[src/rtl/r_clk_module_if.sv]
// ---------------------------------------------------------------------------
// r_clk_module_if
//   Read-side bundle of the asynchronous FIFO: the consumer read request,
//   the write pointer coming in from the write clock domain, and the read
//   pointer, RAM address and status flags produced by the read controller.
//
//   master : consumer / write-domain side (drives r_en, w_ptr)
//   slave  : read-side controller r_clk_module
//
//   r_en            read request
//   w_ptr           Gray write pointer, write-clock launched (MEMORY_DEPTH+1)
//   r_ptr           registered Gray read pointer (MEMORY_DEPTH+1)
//   r_addr          RAM read address (MEMORY_DEPTH)
//   r_empty         registered empty flag
//   r_almost_empty  registered almost-empty flag
//   r_level         registered occupancy (MEMORY_DEPTH+1)
// ---------------------------------------------------------------------------
interface r_clk_module_if #(
  parameter int MEMORY_DEPTH = 4
);
  logic                    r_en;
  logic [MEMORY_DEPTH:0]   w_ptr;
  logic [MEMORY_DEPTH:0]   r_ptr;
  logic [MEMORY_DEPTH-1:0] r_addr;
  logic                    r_empty;
  logic                    r_almost_empty;
  logic [MEMORY_DEPTH:0]   r_level;

  modport master (
    output r_en,
    output w_ptr,
    input  r_ptr,
    input  r_addr,
    input  r_empty,
    input  r_almost_empty,
    input  r_level
  );

  modport slave (
    input  r_en,
    input  w_ptr,
    output r_ptr,
    output r_addr,
    output r_empty,
    output r_almost_empty,
    output r_level
  );
endinterface

[src/rtl/r_clk_module.sv]
// ---------------------------------------------------------------------------
// r_clk_module
//   Read-side pointer and empty-flag controller of an asynchronous FIFO.
//   Keeps the read pointer in binary and Gray form, drives the RAM read
//   address, brings the write-domain Gray pointer across with a two-flop
//   synchronizer and produces registered empty / almost-empty / occupancy.
//
//   Ports:
//     r_clk   read clock (only clock of the block)
//     r_rst   synchronous, active-high reset
//     bus     r_clk_module_if.slave (r_en, w_ptr in; r_ptr, r_addr,
//             r_empty, r_almost_empty, r_level out)
//
//   Status is pessimistic: the write pointer is seen 2-3 read cycles late,
//   so empty may linger after a write but never clears on a truly empty
//   FIFO. The controller's own reads are reflected immediately because the
//   flags are computed from the next read pointer.
// ---------------------------------------------------------------------------
module r_clk_module #(
  parameter int MEMORY_DEPTH        = 4,
  parameter int ALMOST_EMPTY_THRESH = 2
) (
  input logic           r_clk,
  input logic           r_rst,
  r_clk_module_if.slave bus
);

  localparam int PW = MEMORY_DEPTH + 1;
  localparam logic [PW-1:0] AE_THRESH = PW'(ALMOST_EMPTY_THRESH);

  logic [PW-1:0] rbin;
  logic [PW-1:0] r_ptr;
  logic [PW-1:0] rq1_wptr;
  logic [PW-1:0] rq2_wptr;
  logic          r_empty;
  logic          r_almost_empty;
  logic [PW-1:0] r_level;

  logic          accepted;
  logic [PW-1:0] r_bnext;
  logic [PW-1:0] r_gnext;
  logic [PW-1:0] wq_bin;
  logic [PW-1:0] occ_next;

  // Each binary bit is the XOR of all Gray bits at and above it.
  function automatic logic [PW-1:0] gray2bin(input logic [PW-1:0] g);
    logic [PW-1:0] b;
    b = '0;
    for (int i = 0; i < PW; i++) begin
      b[i] = ^(g >> i);
    end
    return b;
  endfunction

  always_comb begin
    // Reads against an empty FIFO are dropped; the pointer simply holds.
    accepted = bus.r_en & ~r_empty;
    r_bnext  = rbin + PW'(accepted);
    r_gnext  = r_bnext ^ (r_bnext >> 1);
    wq_bin   = gray2bin(rq2_wptr);
    // Modulo subtraction: an MSB difference with equal low bits reads as a
    // full FIFO (2^MEMORY_DEPTH), never as empty.
    occ_next = wq_bin - r_bnext;
  end

  // NOTE: all state uses non-blocking assignments so every register samples
  // pre-edge values; blocking here would chain rq1_wptr straight into
  // rq2_wptr and collapse the synchronizer to a single stage.
  always_ff @(posedge r_clk) begin
    if (r_rst) begin
      rbin           <= '0;
      r_ptr          <= '0;
      rq1_wptr       <= '0;
      rq2_wptr       <= '0;
      r_empty        <= 1'b1;
      r_almost_empty <= 1'b1;
      r_level        <= '0;
    end else begin
      rbin           <= r_bnext;
      r_ptr          <= r_gnext;
      // No logic ahead of the first stage: only a single Gray-coded bus
      // crosses the clock boundary.
      rq1_wptr       <= bus.w_ptr;
      rq2_wptr       <= rq1_wptr;
      r_empty        <= (r_gnext == rq2_wptr);
      r_almost_empty <= (occ_next <= AE_THRESH);
      r_level        <= occ_next;
    end
  end

  // Same Gray-derived mapping as the write side, so one pointer value
  // addresses the same RAM word on both ports.
  assign bus.r_addr = {r_ptr[MEMORY_DEPTH] ^ r_ptr[MEMORY_DEPTH-1],
                       r_ptr[MEMORY_DEPTH-2:0]};

  assign bus.r_ptr          = r_ptr;
  assign bus.r_empty        = r_empty;
  assign bus.r_almost_empty = r_almost_empty;
  assign bus.r_level        = r_level;

endmodule

[src/flat_wrapper.sv]
// flat-port wrapper written by rule: the top's interface ports become plain ports
module r_clk_module_flat 
#(
  parameter int MEMORY_DEPTH        = 4,
  parameter int ALMOST_EMPTY_THRESH = 2
)
  (r_clk, r_rst, bus_r_en, bus_w_ptr, bus_r_ptr, bus_r_addr, bus_r_empty, bus_r_almost_empty, bus_r_level);
  r_clk_module_if #(.MEMORY_DEPTH(MEMORY_DEPTH)) bus_i ();
  input logic r_clk;
  input logic r_rst;
  input wire logic [$bits(bus_i.r_en)-1:0] bus_r_en;
  input wire logic [$bits(bus_i.w_ptr)-1:0] bus_w_ptr;
  output wire logic [$bits(bus_i.r_ptr)-1:0] bus_r_ptr;
  output wire logic [$bits(bus_i.r_addr)-1:0] bus_r_addr;
  output wire logic [$bits(bus_i.r_empty)-1:0] bus_r_empty;
  output wire logic [$bits(bus_i.r_almost_empty)-1:0] bus_r_almost_empty;
  output wire logic [$bits(bus_i.r_level)-1:0] bus_r_level;
  assign bus_i.r_en = bus_r_en;
  assign bus_i.w_ptr = bus_w_ptr;
  assign bus_r_ptr = bus_i.r_ptr;
  assign bus_r_addr = bus_i.r_addr;
  assign bus_r_empty = bus_i.r_empty;
  assign bus_r_almost_empty = bus_i.r_almost_empty;
  assign bus_r_level = bus_i.r_level;
  r_clk_module #(.MEMORY_DEPTH(MEMORY_DEPTH), .ALMOST_EMPTY_THRESH(ALMOST_EMPTY_THRESH)) u_core (.r_clk(r_clk), .r_rst(r_rst), .bus(bus_i));
endmodule
[config.mk]
export PLATFORM = sky130hd
export DESIGN_NAME = r_clk_module_flat
export DESIGN_NICKNAME = d
export VERILOG_FILES = /design/src/rtl/r_clk_module_if.sv /design/src/rtl/r_clk_module.sv /design/src/flat_wrapper.sv
export SDC_FILE = /design/constraint.sdc
export NUM_CORES = 1
export LEC_CHECK = 0
export CELL_PAD_IN_SITES_DETAIL_PLACEMENT = 2
export CELL_PAD_IN_SITES_GLOBAL_PLACEMENT = 2
export CORE_MARGIN = 3
export CORE_UTILIZATION = 31
export CTS_CLUSTER_DIAMETER = 80
export DETAILED_ROUTE_END_ITERATION = 8
export PLACE_DENSITY_LB_ADDON = 0.1
export SETUP_SLACK_MARGIN = 0.4
export SLEW_MARGIN = 20
export SYNTH_ARGS = -nofsm -noshare
export SYNTH_HDL_FRONTEND = slang
export SYNTH_SLANG_ARGS = --single-unit
[constraint.sdc]
create_clock -name r_clk -period 3.4 [get_ports r_clk]
set_input_delay 0.68 -clock r_clk [delete_from_list [all_inputs] [get_ports r_clk]]
set_output_delay 0.68 -clock r_clk [all_outputs]
set_load 0.01 [all_outputs]
After elaboration in Yosys (flattened, before gate mapping)
Index checks and enable logic that the tools add are counted.
{ "word_totals": {"output_inout_bits": 16, "ff_bits": 27, "word_cells": 20} }
{ "op_classes": {"n_eq_ne": 1, "magnitude_cmp": 1, "addsub": 2, "n_reduce_logical": 5, "n_bitwise": 4} }
{ "op_table": {"columns": ["cell", "n"], "rows": [
  ["$reduce_xor A5 Y1", 5],
  ["$add A5 B1 Y5", 1],
  ["$eq A5 B5 Y1", 1],
  ["$le A5 B2 Y1 const B", 1],
  ["$sub A5 B5 Y5", 1],
  ["$xor A5 B4 Y5", 1],
  ["$and A1 B1 Y1", 1],
  ["$not A1 Y1", 1],
  ["$xor A1 B1 Y1", 1]
]} }

Longest topological paths before layout
{ "depth": {"depth_word": 5, "ltp_mapped": 11} }

Worst setup path before layout
OpenSTA, ideal clock, no wires.
{ "synth_timing": {"kind": "input port to flip-flop", "start": "input port bus_r_en", "end": "register u_core.r_level[4], in the netlist u_core.bus.r_level[4]", "arrival_ns": 2.589, "setup_time_ns": 0.120, "t_required_ns": 3.280, "stages": 10, "slack_ns": 0.691, "cell_sequence": "nor2b_1 ha_1 ha_1 clkbuf_8 xnor2_1 ha_1 a2111oi_0 o22ai_1 and4b_1 or2_1"} }
{ "synth_between": {"elab_chain_len": 3} }
{ "synth_rtl": {"columns": ["element", "line", "source"], "rows": [
  ["from (decl)", "flat_wrapper.sv:11", "input wire logic [$bits(bus_i.r_en)-1:0] bus_r_en;"],
  ["$and A1 B1 Y1", "r_clk_module.sv:57", "accepted = bus.r_en & ~r_empty;"],
  ["$add A5 B1 Y5", "r_clk_module.sv:58", "r_bnext = rbin + PW'(accepted);"],
  ["named net u_core.r_bnext[1]", "r_clk_module.sv:40", "logic [PW-1:0] r_bnext;"],
  ["$sub A5 B5 Y5", "r_clk_module.sv:63", "occ_next = wq_bin - r_bnext;"],
  ["to (signal assigned)", "r_clk_module.sv:87", "r_level <= occ_next;"],
  ["to (decl)", "r_clk_module.sv:37", "logic [PW-1:0] r_level;"]
]} }
The timed path passes the listed nets, and every way through them passes these cells.
A chain may end at the register's enable or synchronous reset.

Worst setup path in the final report
{ "layout_timing": {"start": "input port bus_r_en", "end": "register u_core.r_almost_empty, in the netlist u_core.bus.r_almost_empty"} }
{ "layout_between": {"elab_chain_len": 4} }
{ "layout_rtl": {"columns": ["element", "line", "source"], "rows": [
  ["$and A1 B1 Y1", "r_clk_module.sv:57", null],
  ["$add A5 B1 Y5", "r_clk_module.sv:58", null],
  ["$sub A5 B5 Y5", "r_clk_module.sv:63", null],
  ["$le A5 B2 Y1", "r_clk_module.sv:86", "r_almost_empty <= (occ_next <= AE_THRESH);"],
  ["to (signal assigned)", "r_clk_module.sv:86", null],
  ["to (decl)", "r_clk_module.sv:36", "logic r_almost_empty;"]
]} }
No other way between the ends.

==> key figures <==
Floorplan
  – I/O Pins: 24
  – Initial Util: 0.336
  – Die area: 4920 um2
  – Cell Rows: 22
  – Core Region: 3800 um2
  – Die W: 70.1 um
  – Die H: 70.1 um

Clock network
  – Hold buffers post-CTS: 0
  – Clk_lat worst skew: 0.26 ns
  – PostCTS Resize Cnt: 0
  – Clock sink count: 26
  – CTS Buffer Depth: 2
  – CTS tree: done
  – Setup Buffers After CTS: 0
  – CTS Root Cell: clkbuf_8
  – Total CTS buffers: 3
  – H-tree depth: 1
  – Clock transition at path regs: 0.08 ns

GRT
  – Grt met2 use: 0.214
  – Total gr overflow: 0
  – Pin count of the biggest net entering global routing: 17
  – GRT Max-Usage Layer: met2
  – Global-route wire length before repair: 4770 um
  – Initial antenna violation count: 0
  – Vias in the first global route: 1052
  – Met1 Usage GRT: 0.147
  – Gr usage total: 0.121
  – Met3 Use GR: 0.0302

Final layout
  – Post-route cell area: 1620 um2
  – Diodes inserted: 0
  – Non-Filler Instances: 201
  – Fillers: 415
  – Layout cells sized above 1: 0.137
  – # nets final: 168
  – Area growth from synthesis to layout: 27.4%

Min path
  – HP Class: register to register

Critical path
  – Crit Path Max Fanout: 3
  – Max stage delay cell, worst path: clkdlybuf4s50_1
  – CP peak stage delay: 0.44 ns
  – CP Launch Type: primary input
  – CP Class: primary input to register
  – Critical path arrival: 2.98 ns
  – CP cell instances: clkdlybuf4s50_1 -> nor2b_1 -> ha_2 -> ha_4 -> xnor2_4 -> ha_2 -> a31o_2 -> a31oi_1 -> xnor2_1 -> a31oi_1 -> nor3_1
  – Crit path capture type: register
  – CP required: 3.58 ns

Pwr
  – Post-layout total power: 0.704 mW
  – Max VDD drop: 0.000223 V
  – P per Cell Area: 434 nW/um2
  – Leak Pwr: 0.604 nW

Placed design
  – Routability cong.: 0.795
  – HPWL Detailed: 2130 um
  – Placed cell area: 1530 um2
  – # port buffers: 23
  – Placed insts: 198

Synth
  – Seq cells post-synth: 26
  – Mux contribution to synthesized area: 0
  – Post-synth net total: 145
  – Cell Area, Synth: 1270 um2
  – Yosys cell types: 34
  – Post-Syn Instances: 132
  – Synth warn: 0
  – Top area cells in the synthesized netlist: dfxtp_1, xnor2_1, nor2b_1
  – EDFF count, synth: 0
  – Post-Synth Adder-Cell Area: 0.0491
  – Largest family of logic cells by synthesized area: simple AND/OR/NAND/NOR gates
  – Main synth FF type: dfxtp_1
  – Post-synthesis compound-gate area fraction: 0.0981
  – Simple-gate share of the synthesized area: 0.192
  – Post-synth ARST share: 0
  – Synth Area in XOR/XNOR: 0.191
  – Register area share after synthesis: 0.408
  – Post-synth top area cell: dfxtp_1
  – Synth top area share: 0.408
  – Syn Area/Cell: 9.66 um2

STA
  – RSZ-0062 raised after global routing: false
  – Final min period: 2.80 ns
  – Setup tns final: 0 ns
  – Fmax: 358 MHz
  – Slew headroom: 0.637
  – Final setup skew: 0.00202 ns
  – Max Slew Vio Count: 0
  – Endpoints failing hold: 0
  – Final period util: 0.822
  – Final setup fails: 0
  – Tightest Pin Transition: 0.543 ns

Route
  – Vias per cell: 4.79
  – Vias: 963
  – DR WL/cell: 13.7 um
  – Initial DRC Count: 17
  – Routed Antenna Nets: 0
  – DR DRC count: 0
  – Drt first pass iters: 4
  – WL final: 2750 um

Run
  – Max cap viols: 0

Outcome
  – Status: complete, no violations
[cell type report]
class | count | area [um2] | area share
tap | 48 | 60.1 | 0.0370
multi-input combinational | 94 | 731 | 0.450
clock buffer | 3 | 41.3 | 0.0254
sequential | 26 | 520 | 0.320
timing repair buffer | 27 | 260 | 0.160
inverter | 3 | 11.3 | 0.00693
[routing by layer]
layer	wire, um	vias to the layer above	share of wire
met5	0	-	0
met4	21	0	0.0076
met3	123	2	0.045
met2	1410	23	0.51
met1	1200	465	0.43
li1	-	473	-
[layout by cell type, fill, tap and decap left out, drive strengths merged]
cell / n
or2: 1
nand2: 7
clkdlybuf4s50: 23
nand2b: 2
nor3: 3
o211ai: 2
dfxtp: 26
and3: 2
buf: 4
a31oi: 2
and4b: 1
xor2: 5
nand3: 2
inv: 3
o22ai: 1
a31o: 1
a21bo: 1
o21ai: 2
a21o: 1
nor2: 15
clkbuf: 3
ha: 5
a2111oi: 2
a21oi: 2
xnor2: 19
a211oi: 2
nand3b: 1
o21bai: 1
nor2b: 14
[path summary, 6_finish.rpt]
path / startpoint / to / slack, ns / depth (start not counted)
worst max register to register: u_core.rq2_wptr[3]$_SDFF_PP0_ / u_core.bus.r_level[4]$_SDFF_PP0_ / 0.74 / 10
worst min register to register: u_core.rq1_wptr[1]$_SDFF_PP0_ / u_core.rq2_wptr[1]$_SDFF_PP0_ / 0.44 / 1
worst min-delay path: u_core.rq1_wptr[1]$_SDFF_PP0_ / u_core.rq2_wptr[1]$_SDFF_PP0_ / 0.44 / 1
worst max-delay path: bus_r_en / u_core.bus.r_almost_empty$_SDFF_PP1_ / 0.60 / 11
[logic make-up (layout without fill, tap and decap cells)]
logic type                 count (synthesis)  count (layout)
adders and majority gates                  5               5
DFF                                       26              26
and+or+nand+nor                           48              48
AOI/OAI and AO/OA                         17              17
buffers and inverters                     12              33
xor gates and xnor gates                  24              24
[sequential cells by signal (all words and copies together) (netlist names)]
name and count:
u_core.bus.r_ptr 5, u_core.rq2_wptr 5, u_core.bus.r_almost_empty 1, u_core.rq1_wptr 5
u_core.bus.r_empty 1, u_core.bus.r_level 5, u_core.rbin 4
[critical path: cells and delay by family]
kind,cells,cell delay [ns]
buffers and inverters,1,0.44
adders and majority gates,3,0.70
xor gates and xnor gates,2,0.33
and+or+nand+nor,2,0.29
AOI/OAI and AO/OA,3,0.52
[metrics by stage]
step                hold slack [ns]  utilization  setup slack, ns
CTS                           0.453        0.413            0.446
finish                        0.444        0.428            0.604
floorplan                     0.414            -            0.691
global route                  0.466        0.428            0.410
detailed placement            0.432        0.403            0.110
global placement              0.419        0.403            0.173
[Yosys cell counts (2+ instances only)]
library cell / count
a31oi_1: 2
xnor2_1: 17
xnor2_2: 2
nor2_1: 15
nand2_1: 7
xor2_1: 4
nand2b_1: 2
ha_1: 5
a21oi_1: 2
nor2b_1: 14
inv_1: 3
clkbuf_1: 3
o21ai_0: 2
nor3_1: 3
o211ai_1: 2
nand3_1: 2
dfxtp_1: 26
buf_4: 4
a2111oi_0: 2
[power by group]
group          internal, mW  switching, mW  leakage [nW]
Combinational         0.103         0.0902         0.368
Sequential            0.331         0.0111         0.214
Clock                0.0792         0.0897        0.0216
Note: power is estimated with default switching activity, not from simulation.
